===== src/rtl/hazard_controller_if.sv =====
// Pipeline-to-hazard-unit signal bundle: IF/ID and ID/EX fields in, stage enables
// and status out. The pipeline drives through "master"; the controller uses "slave".
interface hazard_controller_if;
  logic [4:0]  rs_FD;
  logic [4:0]  rt_FD;
  logic [4:0]  rt_DX;
  logic        memRead_DX;
  logic        branchTaken_DX;
  logic        mdStart_DX;
  logic        pcWrite;
  logic        writeFD;
  logic        writeDX;
  logic        flushFD;
  logic        bubbleDX;
  logic        mdDone;
  logic [1:0]  state;
  logic [15:0] stallCount;

  // Mult/div handshake: the pipeline holds mdStart_DX high to issue; the controller
  // freezes the pipe and pulses mdDone for exactly one cycle when the result is ready.
  // The pipeline must present mdStart_DX low after that pulse unless it issues anew.
  modport master (
    output rs_FD, rt_FD, rt_DX, memRead_DX, branchTaken_DX, mdStart_DX,
    input  pcWrite, writeFD, writeDX, flushFD, bubbleDX, mdDone, state, stallCount
  );

  modport slave (
    input  rs_FD, rt_FD, rt_DX, memRead_DX, branchTaken_DX, mdStart_DX,
    output pcWrite, writeFD, writeDX, flushFD, bubbleDX, mdDone, state, stallCount
  );
endinterface


===== src/rtl/hazard_controller.sv =====
// Pipeline hazard controller: load-use stall, taken-branch flush, mult/div freeze.
// Define HAZARD_STATS_EN to enable the saturating stall-cycle counter on stallCount.
module hazard_controller #(
    parameter int unsigned MD_LATENCY = 4
) (
    input logic                clk,
    input logic                rst_n,
    hazard_controller_if.slave bus
);

    typedef enum logic [1:0] {
        RUN     = 2'b00,
        MD_BUSY = 2'b01
    } state_t;

    state_t     state_q, state_d;
    logic [7:0] cnt_q, cnt_d;
    logic       load_use;
    logic       pc_write, write_fd, write_dx, flush_fd, bubble_dx, md_done;

    assign load_use = bus.memRead_DX && (bus.rt_DX != 5'd0) &&
                      ((bus.rt_DX == bus.rs_FD) || (bus.rt_DX == bus.rt_FD));

    always_ff @(posedge clk or negedge rst_n) begin
        if (!rst_n) begin
            state_q <= RUN;
            cnt_q   <= 8'd0;
        end else begin
            state_q <= state_d;
            cnt_q   <= cnt_d;
        end
    end

    always_comb begin
        state_d   = state_q;
        cnt_d     = cnt_q;
        pc_write  = 1'b1;
        write_fd  = 1'b1;
        write_dx  = 1'b1;
        flush_fd  = 1'b0;
        bubble_dx = 1'b0;
        md_done   = 1'b0;
        case (state_q)
            RUN: begin
                // Priority: a taken branch squashes whatever sits behind it.
                if (bus.branchTaken_DX) begin
                    flush_fd  = 1'b1;
                    bubble_dx = 1'b1;
                end else if (bus.mdStart_DX) begin
                    pc_write = 1'b0;
                    write_fd = 1'b0;
                    write_dx = 1'b0;
                    cnt_d    = 8'(MD_LATENCY - 1);
                    state_d  = MD_BUSY;
                end else if (load_use) begin
                    pc_write  = 1'b0;
                    write_fd  = 1'b0;
                    bubble_dx = 1'b1;
                end
            end
            MD_BUSY: begin
                pc_write = 1'b0;
                write_fd = 1'b0;
                write_dx = 1'b0;
                if (cnt_q == 8'd0) begin
                    md_done = 1'b1;
                    state_d = RUN;
                end else begin
                    cnt_d = cnt_q - 8'd1;
                end
            end
            default: state_d = RUN;
        endcase
    end

    assign bus.pcWrite  = pc_write;
    assign bus.writeFD  = write_fd;
    assign bus.writeDX  = write_dx;
    assign bus.flushFD  = flush_fd;
    assign bus.bubbleDX = bubble_dx;
    assign bus.mdDone   = md_done;
    assign bus.state    = state_q;

`ifdef HAZARD_STATS_EN
    logic [15:0] stall_cnt_q, stall_cnt_d;

    always_comb begin
        stall_cnt_d = stall_cnt_q;
        if (!pc_write && (stall_cnt_q != 16'hFFFF)) begin
            stall_cnt_d = stall_cnt_q + 16'd1;
        end
    end

    always_ff @(posedge clk or negedge rst_n) begin
        if (!rst_n) begin
            stall_cnt_q <= 16'd0;
        end else begin
            stall_cnt_q <= stall_cnt_d;
        end
    end

    assign bus.stallCount = stall_cnt_q;
`else
    assign bus.stallCount = 16'h0000;
`endif

endmodule


===== src/flat_wrapper.sv =====
// flat-port wrapper written by rule: the top's interface ports become plain ports
module hazard_controller_flat 
#(
    parameter int unsigned MD_LATENCY = 4
)
  (clk, rst_n, bus_rs_FD, bus_rt_FD, bus_rt_DX, bus_memRead_DX, bus_branchTaken_DX, bus_mdStart_DX, bus_pcWrite, bus_writeFD, bus_writeDX, bus_flushFD, bus_bubbleDX, bus_mdDone, bus_state, bus_stallCount);
  hazard_controller_if bus_i ();
  input logic clk;
  input logic rst_n;
  input wire logic [$bits(bus_i.rs_FD)-1:0] bus_rs_FD;
  input wire logic [$bits(bus_i.rt_FD)-1:0] bus_rt_FD;
  input wire logic [$bits(bus_i.rt_DX)-1:0] bus_rt_DX;
  input wire logic [$bits(bus_i.memRead_DX)-1:0] bus_memRead_DX;
  input wire logic [$bits(bus_i.branchTaken_DX)-1:0] bus_branchTaken_DX;
  input wire logic [$bits(bus_i.mdStart_DX)-1:0] bus_mdStart_DX;
  output wire logic [$bits(bus_i.pcWrite)-1:0] bus_pcWrite;
  output wire logic [$bits(bus_i.writeFD)-1:0] bus_writeFD;
  output wire logic [$bits(bus_i.writeDX)-1:0] bus_writeDX;
  output wire logic [$bits(bus_i.flushFD)-1:0] bus_flushFD;
  output wire logic [$bits(bus_i.bubbleDX)-1:0] bus_bubbleDX;
  output wire logic [$bits(bus_i.mdDone)-1:0] bus_mdDone;
  output wire logic [$bits(bus_i.state)-1:0] bus_state;
  output wire logic [$bits(bus_i.stallCount)-1:0] bus_stallCount;
  assign bus_i.rs_FD = bus_rs_FD;
  assign bus_i.rt_FD = bus_rt_FD;
  assign bus_i.rt_DX = bus_rt_DX;
  assign bus_i.memRead_DX = bus_memRead_DX;
  assign bus_i.branchTaken_DX = bus_branchTaken_DX;
  assign bus_i.mdStart_DX = bus_mdStart_DX;
  assign bus_pcWrite = bus_i.pcWrite;
  assign bus_writeFD = bus_i.writeFD;
  assign bus_writeDX = bus_i.writeDX;
  assign bus_flushFD = bus_i.flushFD;
  assign bus_bubbleDX = bus_i.bubbleDX;
  assign bus_mdDone = bus_i.mdDone;
  assign bus_state = bus_i.state;
  assign bus_stallCount = bus_i.stallCount;
  hazard_controller #(.MD_LATENCY(MD_LATENCY)) u_core (.clk(clk), .rst_n(rst_n), .bus(bus_i));
endmodule

===== config.mk =====
export PLATFORM = sky130hd
export DESIGN_NAME = hazard_controller_flat
export DESIGN_NICKNAME = d
export VERILOG_FILES = /design/src/rtl/hazard_controller_if.sv /design/src/rtl/hazard_controller.sv /design/src/flat_wrapper.sv
export SDC_FILE = /design/constraint.sdc
export NUM_CORES = 1
export LEC_CHECK = 0
export CORE_AREA = 2 2 53 55
export CTS_CLUSTER_SIZE = 40
export DETAILED_ROUTE_END_ITERATION = 10
export DIE_AREA = 0 0 55 57
export PLACE_DENSITY = 0.76
export SLEW_MARGIN = 20
export SYNTH_ARGS = -nofsm -noshare
export SYNTH_HDL_FRONTEND = slang
export SYNTH_SLANG_ARGS = --single-unit

===== constraint.sdc =====
create_clock -name clk -period 1.75 [get_ports clk]
set_input_delay 0.35 -clock clk [delete_from_list [all_inputs] [get_ports clk]]
set_output_delay 0.35 -clock clk [all_outputs]
set_load 0.03 [all_outputs]

---- Yosys cells after proc, flatten, opt, wreduce, memory -nomap -nowiden ----
Index checks and enable logic that the tools add are counted.
storage, ports and cells
  register bits after elaboration ......... 10
  input port bits ......................... 20
  output and inout bits ................... 24
  logic and storage cells ................. 42
operators by class
  add/sub/neg operators ................... 1
  eq/ne operators ......................... 7
  multiplexer cells ....................... 23
  reduce and logical (&&, ||, !) cells .... 9
operators with widths
  operator                                                                number
  8-bit two-way mux                                                       3
  8-bit one-hot mux with 2 select lines                                   1
  1-bit two-way mux                                                       13
  5-bit equality test                                                     2
  8-bit zero test                                                         1
  8-bit by 1-bit subtractor with 8-bit output (second input constant)     1
  2-bit two-way mux                                                       3
  2-bit != test (second input constant)                                   3
  5-bit nonzero test                                                      1
  1-bit one-hot mux with 2 select lines                                   2
  2-bit one-hot mux with 2 select lines                                   1
  4-bit AND reduction                                                     1
  3-bit AND reduction                                                     1
  2-bit by 1-bit equality test with 1-bit output (second input constant)  1
  1-bit logical AND                                                       2
  2-bit zero test                                                         1
  2-bit by 1-bit != test with 1-bit output (second input constant)        1
  2-bit nonzero test                                                      1
  1-bit logical OR                                                        1

---- Depth between registers and ports, before layout ----
Gate-level depths: netlist of the first run.
  word-level depth ........................ 7
  mapped depth ............................ 6
  gate-level depth less buffers ........... 6

---- Least setup slack after synthesis of the first run ----
OpenSTA, ideal clock, no wires.
  kind .................................... flip-flop to output port
  from .................................... register u_core.state_q[0], in the netlist u_core.bus.state[0]
  to ...................................... output port bus_writeFD
  data arrival time ....................... 1,771 ps
  data required time ...................... 1,400 ps
  setup slack ............................. -371 ps
  stages on the path, launching flop included .. 4
  path through ............................ dfrtp_1 nor2_1 o31a_1 buf_4
on the way
  longest elaborated chain between the ends .. 2
  elaborated cells between the ends (all ways) .. 3
  those cells by class .................... eq/ne (1); mux (1); reduce/logical (1)
ends and longest elaborated chain
  element                                                                            line                     text
  start, declared                                                                    hazard_controller.sv:16  state_t state_q, state_d;
  start signal, assigned                                                             hazard_controller.sv:29  state_q <= state_d;
  2-bit by 1-bit equality test with 1-bit output or 2-bit zero test (tied branches)  -
  1-bit one-hot mux with 2 select lines (*)                                          -
  end, declared                                                                      flat_wrapper.sv:17       output wire logic [$bits(bus_i.writeFD)-1:0] bus_writeFD;
Every way passes the cells marked *; elsewhere a longest branch is shown, timed or not.

---- Worst setup path in the final report of the first run ----
  from .................................... register u_core.cnt_q[3]
  to ...................................... output port bus_mdDone
on the way
  longest elaborated chain between the ends .. 3
ends and longest elaborated chain
  element                 line                     text
  start, declared         hazard_controller.sv:17  logic [7:0] cnt_q, cnt_d;
  start signal, assigned  hazard_controller.sv:30  cnt_q <= cnt_d;
  8-bit zero test         hazard_controller.sv:65  if (cnt_q == 8'd0) begin
  1-bit two-way mux       hazard_controller.sv:65
  1-bit two-way mux       hazard_controller.sv:43  case (state_q)
  end, declared           flat_wrapper.sv:21       output wire logic [$bits(bus_i.mdDone)-1:0] bus_mdDone;
Every way passes these cells.

==> results.py, run 1 <==
metrics = {
    "run_status": {
        "status": "finished, violations left",
        "violations": "setup timing",
    },
    "floorplanning": {
        "die-area_um2": 3140,
        "initial_utilization_pct": 32.7,
        "core_um2": 2620,
        "die_h_um": 57,
        "die_x_um": 55,
        "ios": 44,
        "rows": 19,
    },
    "logic_synthesis": {
        "synth.ff_latch_count": 9,
        "synth_most_common_cell": "buf_4",
        "synthTopCellsByArea": "dfrtp_1 (26%), buf_4 (16%), xor2_1 (10%)",
        "yosysSeqAreaShare_pct": 26.3,
        "netlist.area_leader.share_pct": 26.3,
        "synth_edf_count": 0,
        "synth-main-ff-cell": "dfrtp_1",
        "syn-cell-area_um2": 856,
        "ys_types": 36,
        "postSynthAreaPerCell_um2": 8.73,
        "netlist_instances": 98,
        "ys_top_cells_by_count": "buf_4 (18), xor2_1 (10), dfrtp_1 (9)",
        "synth_top_cell_by_area": "dfrtp_1",
        "yosys_warnings": 0,
        "async_flop_share_pct": 100,
    },
    "pwr": {
        "p_int_mw": 0.998,
        "p_comb_share_pct": 69.1,
        "clkPwrFrac_pct": 8.9,
        "worst_ir_drop_vdd_uv": 800,
        "p_leak_nw": 0.635,
        "netSwitchingFraction_pct": 44.4,
        "sequentialPowerShare_pct": 22.0,
        "cellPowerDensity_nw_per_um2": 1350,
        "p_switching_mw": 0.796,
    },
    "sta": {
        "finalHoldViolations": 0,
        "final.period_utilization_pct": 114,
        "max_clock_freq_ghz": 0.503,
        "final-setup-viol-count": 12,
        "slew_violations": 0,
        "fin_skew_ps": 1.17,
        "rsz0062_at_grt": "yes",
        "fin_crit_ps": 1990,
        "hold_ws_ps": 400,
        "finalWorstSetupSlack_ps": -237,
    },
    "place": {
        "dpl_cell_area_um2": 1200,
        "hpwl_um": 1710,
        "place_ws_ps": -879,
        "numPortBuffers": 26,
        "gp_routability_congestion": 0.799,
    },
    "detailed_routing": {
        "num_vias": 818,
        "drtPass1Iterations": 4,
        "detail_route.iter0.violations": 10,
        "route.detailed.wl_per_inst_um": 12.7,
        "ant_nets": 0,
        "drt-total-wl_um": 2240,
        "via_per_inst": 4.65,
        "drcViolationCount": 0,
    },
    "setup_path": {
        "reg2reg_slack_ps": -120,
        "required_ps": 1400,
        "worstSetupPathType": "reg -> out",
        "critPathMaxStageDelay_ps": 560,
        "slowest_stage": "or4_4",
        "cp.arrival_ps": 1640,
        "crit_chain": "or4_4, buf_12, nor3_4, buf_6",
        "crit_fanout": 2,
        "rr_startpoint": "u_core.cnt_q[3]$_DFFE_PN0P_",
        "r2r_cells": 5,
        "regToRegEndpoint": "u_core.cnt_q[7]$_DFFE_PN0P_",
        "start_kind": "register",
        "crit_path_end_kind": "primary output",
    },
    "cells_and_area": {
        "insertedDiodeCount": 0,
        "fin_nets": 168,
        "seqCellArea_um2": 225,
        "area_growth_pct": 55.0,
        "fin_area_um2": 1330,
        "final_layout_size_suffix_gt1_share_pct": 37.2,
        "multi_input_area_um2": 584,
        "fillers": 255,
    },
    "cts": {
        "cts_tree": "built",
        "cts_buffers": 3,
        "clk_pin_slew_ps": 60,
        "clk_latency_ps": 260,
        "cts_buffer_depth": 2,
        "clock-sinks": 9,
        "h-tree-depth": 1,
        "cts-root-buf": "clkbuf_4",
        "cts_hold_buf": 0,
    },
    "job": {
        "drv_cap": 0,
    },
    "hold_path": {
        "hp-class": "in -> async",
    },
    "global_route": {
        "grt_start_max_net_pins": 16,
        "antenna_found_initial": 0,
        "grt_pass1_wl_um": 3490,
        "gr-total-overflow": 0,
        "grt_pass1_vias": 800,
        "grtUsageTotal_pct": 15.5,
    },
}
worst max-delay path, delay by kind of cell, from the launching register on:
| family | cells | cell delay (ps) |
|---|---|---|
| buf+inv | 2 | 300 |
| flops | 1 | 380 |
| simple gates | 2 | 700 |
stage by stage:
stage	setup TNS [ps]	cells	total power, mW	util (%)
global placement	-2410	166	1.47	45.9
CTS	-1280	175	1.78	49.8
finish	-1150	176	1.79	50.7
global route	-1890	176	1.95	50.7
detailed placement	-2700	166	1.52	45.9
floorplan	-152	114	1.12	-
cell usage in the layout (no fill, tap or decap), types with 2 or more instances in the layout:
cell type and n:
conb_1 17, buf_4 16, buf_6 11, xor2_1 9, dfrtp_1 9, inv_1 8, dlygate4sd2_1 7, nor2_1 6
o21ai_1 4, nand2_1 3, a22o_1 3, o21ai_0 3, clkbuf_4 3, clkdlybuf4s15_1 3, nor3_2 2, or4_4 2
o31a_1 2, or3_1 2, o22ai_2 2, ha_1 2, dlymetal6s2s_1 2, clkbuf_2 2, buf_2 2
final cells by class:
| class | instances | share of cell area [%] |
|---|---|---|
| multi-input combinational | 78 | 44.1 |
| timing repair buffer | 46 | 31.8 |
| sequential | 9 | 17.0 |
| tap | 31 | 2.92 |
| inverter | 8 | 2.26 |
| clock buffer | 4 | 1.98 |
state kept, by name, indices dropped and copies added (netlist names):
| name | cells |
|---|---|
| u_core.cnt_q | 8 |
| u_core.bus.state | 1 |
metal layers:
metal / up-vias / routed length [µm] / track usage (%)
met5: - / 0 / 0
met4: 0 / 0 / 4.18
met3: 0 / 140 / 3.66
met2: 35 / 1240 / 28.2
met1: 384 / 858 / 17.5
li1: 399 / - / -
power groups by stage:
stage / Sequential, mW / Combinational (mW) / Clock [mW]
after detailed placement: 0.400 / 1.12 / 0
after floorplan: 0.439 / 0.680 / 0
final: 0.395 / 1.24 / 0.160
after CTS: 0.397 / 1.21 / 0.171
after global routing: 0.410 / 1.35 / 0.190
after global placement: 0.396 / 1.08 / 0
logic make-up after synthesis:
logic type | Yosys count | share of synthesized area, %
and+or+nand+nor | 25 | 17.1
AOI/OAI and AO/OA | 23 | 21.9
muxes | 1 | 1.32
adders and majority gates | 2 | 2.92
DFF | 9 | 26.3
xor gates and xnor gates | 10 | 10.2
other | 1 | 0.438
buffers and inverters | 27 | 19.7
worst max-delay path by stage:
stage | start | to | slack (ps) | cells after the start
after floorplan | bus_rt_DX[0] | bus_writeFD | -150 | 4
after global placement | bus_rt_DX[0] | bus_bubbleDX | -820 | 6
after detailed placement | bus_rt_DX[3] | bus_bubbleDX | -880 | 6
after CTS | u_core.cnt_q[3]$_DFFE_PN0P_ | bus_mdDone | -250 | 4
after global routing | u_core.cnt_q[3]$_DFFE_PN0P_ | bus_mdDone | -300 | 4
final | u_core.cnt_q[3]$_DFFE_PN0P_ | bus_mdDone | -240 | 4
timing repair:
action                     4_1_cts  5_1_grt
pin swaps                       16        7
setup buffers                    6        1
gates resized for setup         54       13
setup endpoints to repair       12       13
(Power assumes the default switching activity.)
==> run 2: changes to the inputs <==
==> constraint.sdc (replaced) <==
create_clock -name clk -period 1.75 [get_ports clk]
set_input_delay 0.35 -clock clk [delete_from_list [all_inputs] [get_ports clk]]
set_output_delay 0.35 -clock clk [all_outputs]
set_load 0.01 [all_outputs]
==> results.py, run 2 (synthesis gave the netlist of run 1 again) <==
metrics = {
    "run_status": {
        "status": "finished, violations left",
        "violations": "setup timing",
    },
    "sta": {
        "finalWorstSetupSlack_ps": -135,
        "finalHoldViolations": 0,
        "rsz0062_at_grt": "yes",
        "final-setup-viol-count": 11,
        "slew_violations": 0,
        "final.period_utilization_pct": 108,
        "fin_crit_ps": 1880,
        "fin_skew_ps": 0.460,
        "fin_tns_setup_ps": -793,
        "max_clock_freq_ghz": 0.531,
    },
    "floorplanning": {
        "rows": 19,
        "core_um2": 2620,
        "initial_utilization_pct": 32.7,
        "die_x_um": 55,
        "die-area_um2": 3140,
        "ios": 44,
        "die_h_um": 57,
    },
    "cts": {
        "cts-root-buf": "clkbuf_4",
        "clk_latency_ps": 270,
        "clock-sinks": 9,
        "cts_tree": "built",
        "cts_buffers": 3,
        "clk_pin_slew_ps": 60,
        "cts_hold_buf": 0,
        "h-tree-depth": 1,
        "cts_buffer_depth": 2,
    },
    "global_route": {
        "grtUsageTotal_pct": 15.3,
        "gr-total-overflow": 0,
        "grt_start_max_net_pins": 10,
        "antenna_found_initial": 0,
        "grt_pass1_wl_um": 3550,
        "grt_pass1_vias": 890,
    },
    "setup_path": {
        "crit_fanout": 5,
        "cp.arrival_ps": 2080,
        "start_kind": "register",
        "required_ps": 1940,
        "worstSetupPathType": "reg -> reg",
        "crit_path_end_kind": "register",
    },
    "detailed_routing": {
        "num_vias": 871,
        "ant_nets": 0,
        "via_per_inst": 4.71,
        "route.detailed.wl_per_inst_um": 12.8,
        "detail_route.iter0.violations": 14,
        "drcViolationCount": 0,
        "drtPass1Iterations": 4,
        "drt-total-wl_um": 2370,
    },
    "pwr": {
        "cellPowerDensity_nw_per_um2": 1370,
        "worst_ir_drop_vdd_uv": 813,
        "design_power_total_mw": 1.91,
        "p_leak_nw": 0.660,
    },
    "place": {
        "gp_routability_congestion": 0.766,
        "numPortBuffers": 26,
        "hpwl_um": 1770,
    },
    "cells_and_area": {
        "area_growth_pct": 62.0,
        "final_cell_mix": "buf_4 (23), conb_1 (17), xor2_1 (9), dfrtp_1 (9)",
        "regMostFlops": "u_core.cnt_q",
        "largest_reg_flops": 8,
        "fin_nets": 177,
        "insertedDiodeCount": 0,
        "final_layout_size_suffix_gt1_share_pct": 42.9,
        "layout_commonest_cell": "buf_4",
    },
    "job": {
        "drv_cap": 0,
    },
    "hold_path": {
        "hp-class": "in -> async",
    },
}
==> run 2: path summary, 6_finish.rpt <==
| kind | slack (ps) | cells after the start | end | from |
|---|---|---|---|---|
| setup / recovery | -130 | 7 | u_core.cnt_q[4]$_DFFE_PN0P_ | u_core.cnt_q[2]$_DFFE_PN0P_ |
| hold / removal | 390 | 1 | u_core.cnt_q[5]$_DFFE_PN0P_ | rst_n |
| setup reg to reg | -130 | 7 | u_core.cnt_q[4]$_DFFE_PN0P_ | u_core.cnt_q[2]$_DFFE_PN0P_ |
| hold reg to reg | 580 | 2 | u_core.cnt_q[0]$_DFFE_PN0P_ | u_core.cnt_q[0]$_DFFE_PN0P_ |
| max in group asynchronous | 1070 | 1 | u_core.cnt_q[0]$_DFFE_PN0P_ | rst_n |
| min in group clk | 580 | 2 | u_core.cnt_q[0]$_DFFE_PN0P_ | u_core.cnt_q[0]$_DFFE_PN0P_ |
==> run 2: stage by stage <==
| stage | instance area (µm²) | hold slack (ps) | cells | util, % | worst slack (ps) |
|---|---|---|---|---|---|
| 4_1_cts | 1320 | 401 | 182 | 50.5 | -141 |
| 6_report | 1390 | 386 | 185 | 53.0 | -135 |
| 5_1_grt | 1390 | 427 | 185 | 53.0 | -177 |
| 3_5_place_dp | 1230 | 579 | 173 | 47.2 | -858 |
| 3_3_place_gp | 1230 | 546 | 173 | 47.2 | -771 |
| 2_1_floorplan | 916 | 54.4 | 114 | - | 9.57 |
==> run 2: layout make-up <==
class	instances	area [µm²]
flip-flops and latches	9	225
repair buffers	55	463
clock buffers	4	26.3
well taps	31	38.8
inverters	8	30.0
multi-input cells	78	603
fillers	257	1230
==> run 2: what timing repair did <==
item                                    in CTS  in global routing
gates resized for setup                     79                 12
endpoints found under the setup margin      13                 12
pin swaps                                   14                  9
hold endpoints to repair                     0                  0
setup buffers                                5                  3
==> run 2: routing by layer <==
layer | global-route usage [%] | vias to the layer above | wire length (µm)
met3 | 3.93 | 7 | 147
met2 | 27.4 | 45 | 1360
met1 | 15.2 | 402 | 805
met5 | 0 | - | 0
met4 | 8.71 | 0 | 56
li1 | - | 417 | -
==> run 2: report_power, final <==
group / internal (mW) / switching [mW] / total [mW] / leakage [nW]
sequential: 0.305 / 0.0616 / 0.367 / 0.110
clock: 0.0882 / 0.0774 / 0.166 / 0.0150
combinational: 0.702 / 0.671 / 1.37 / 0.535
total: 1.10 / 0.811 / 1.91 / 0.660
==> run 2: worst max-delay path: stages, from the launching register on <==
cell and delay (ps):
dfrtp_1 380, or4_4 570, buf_6 160, buf_4 130
o32ai_4 240, buf_6 170, a21oi_2 40, o22ai_2 130
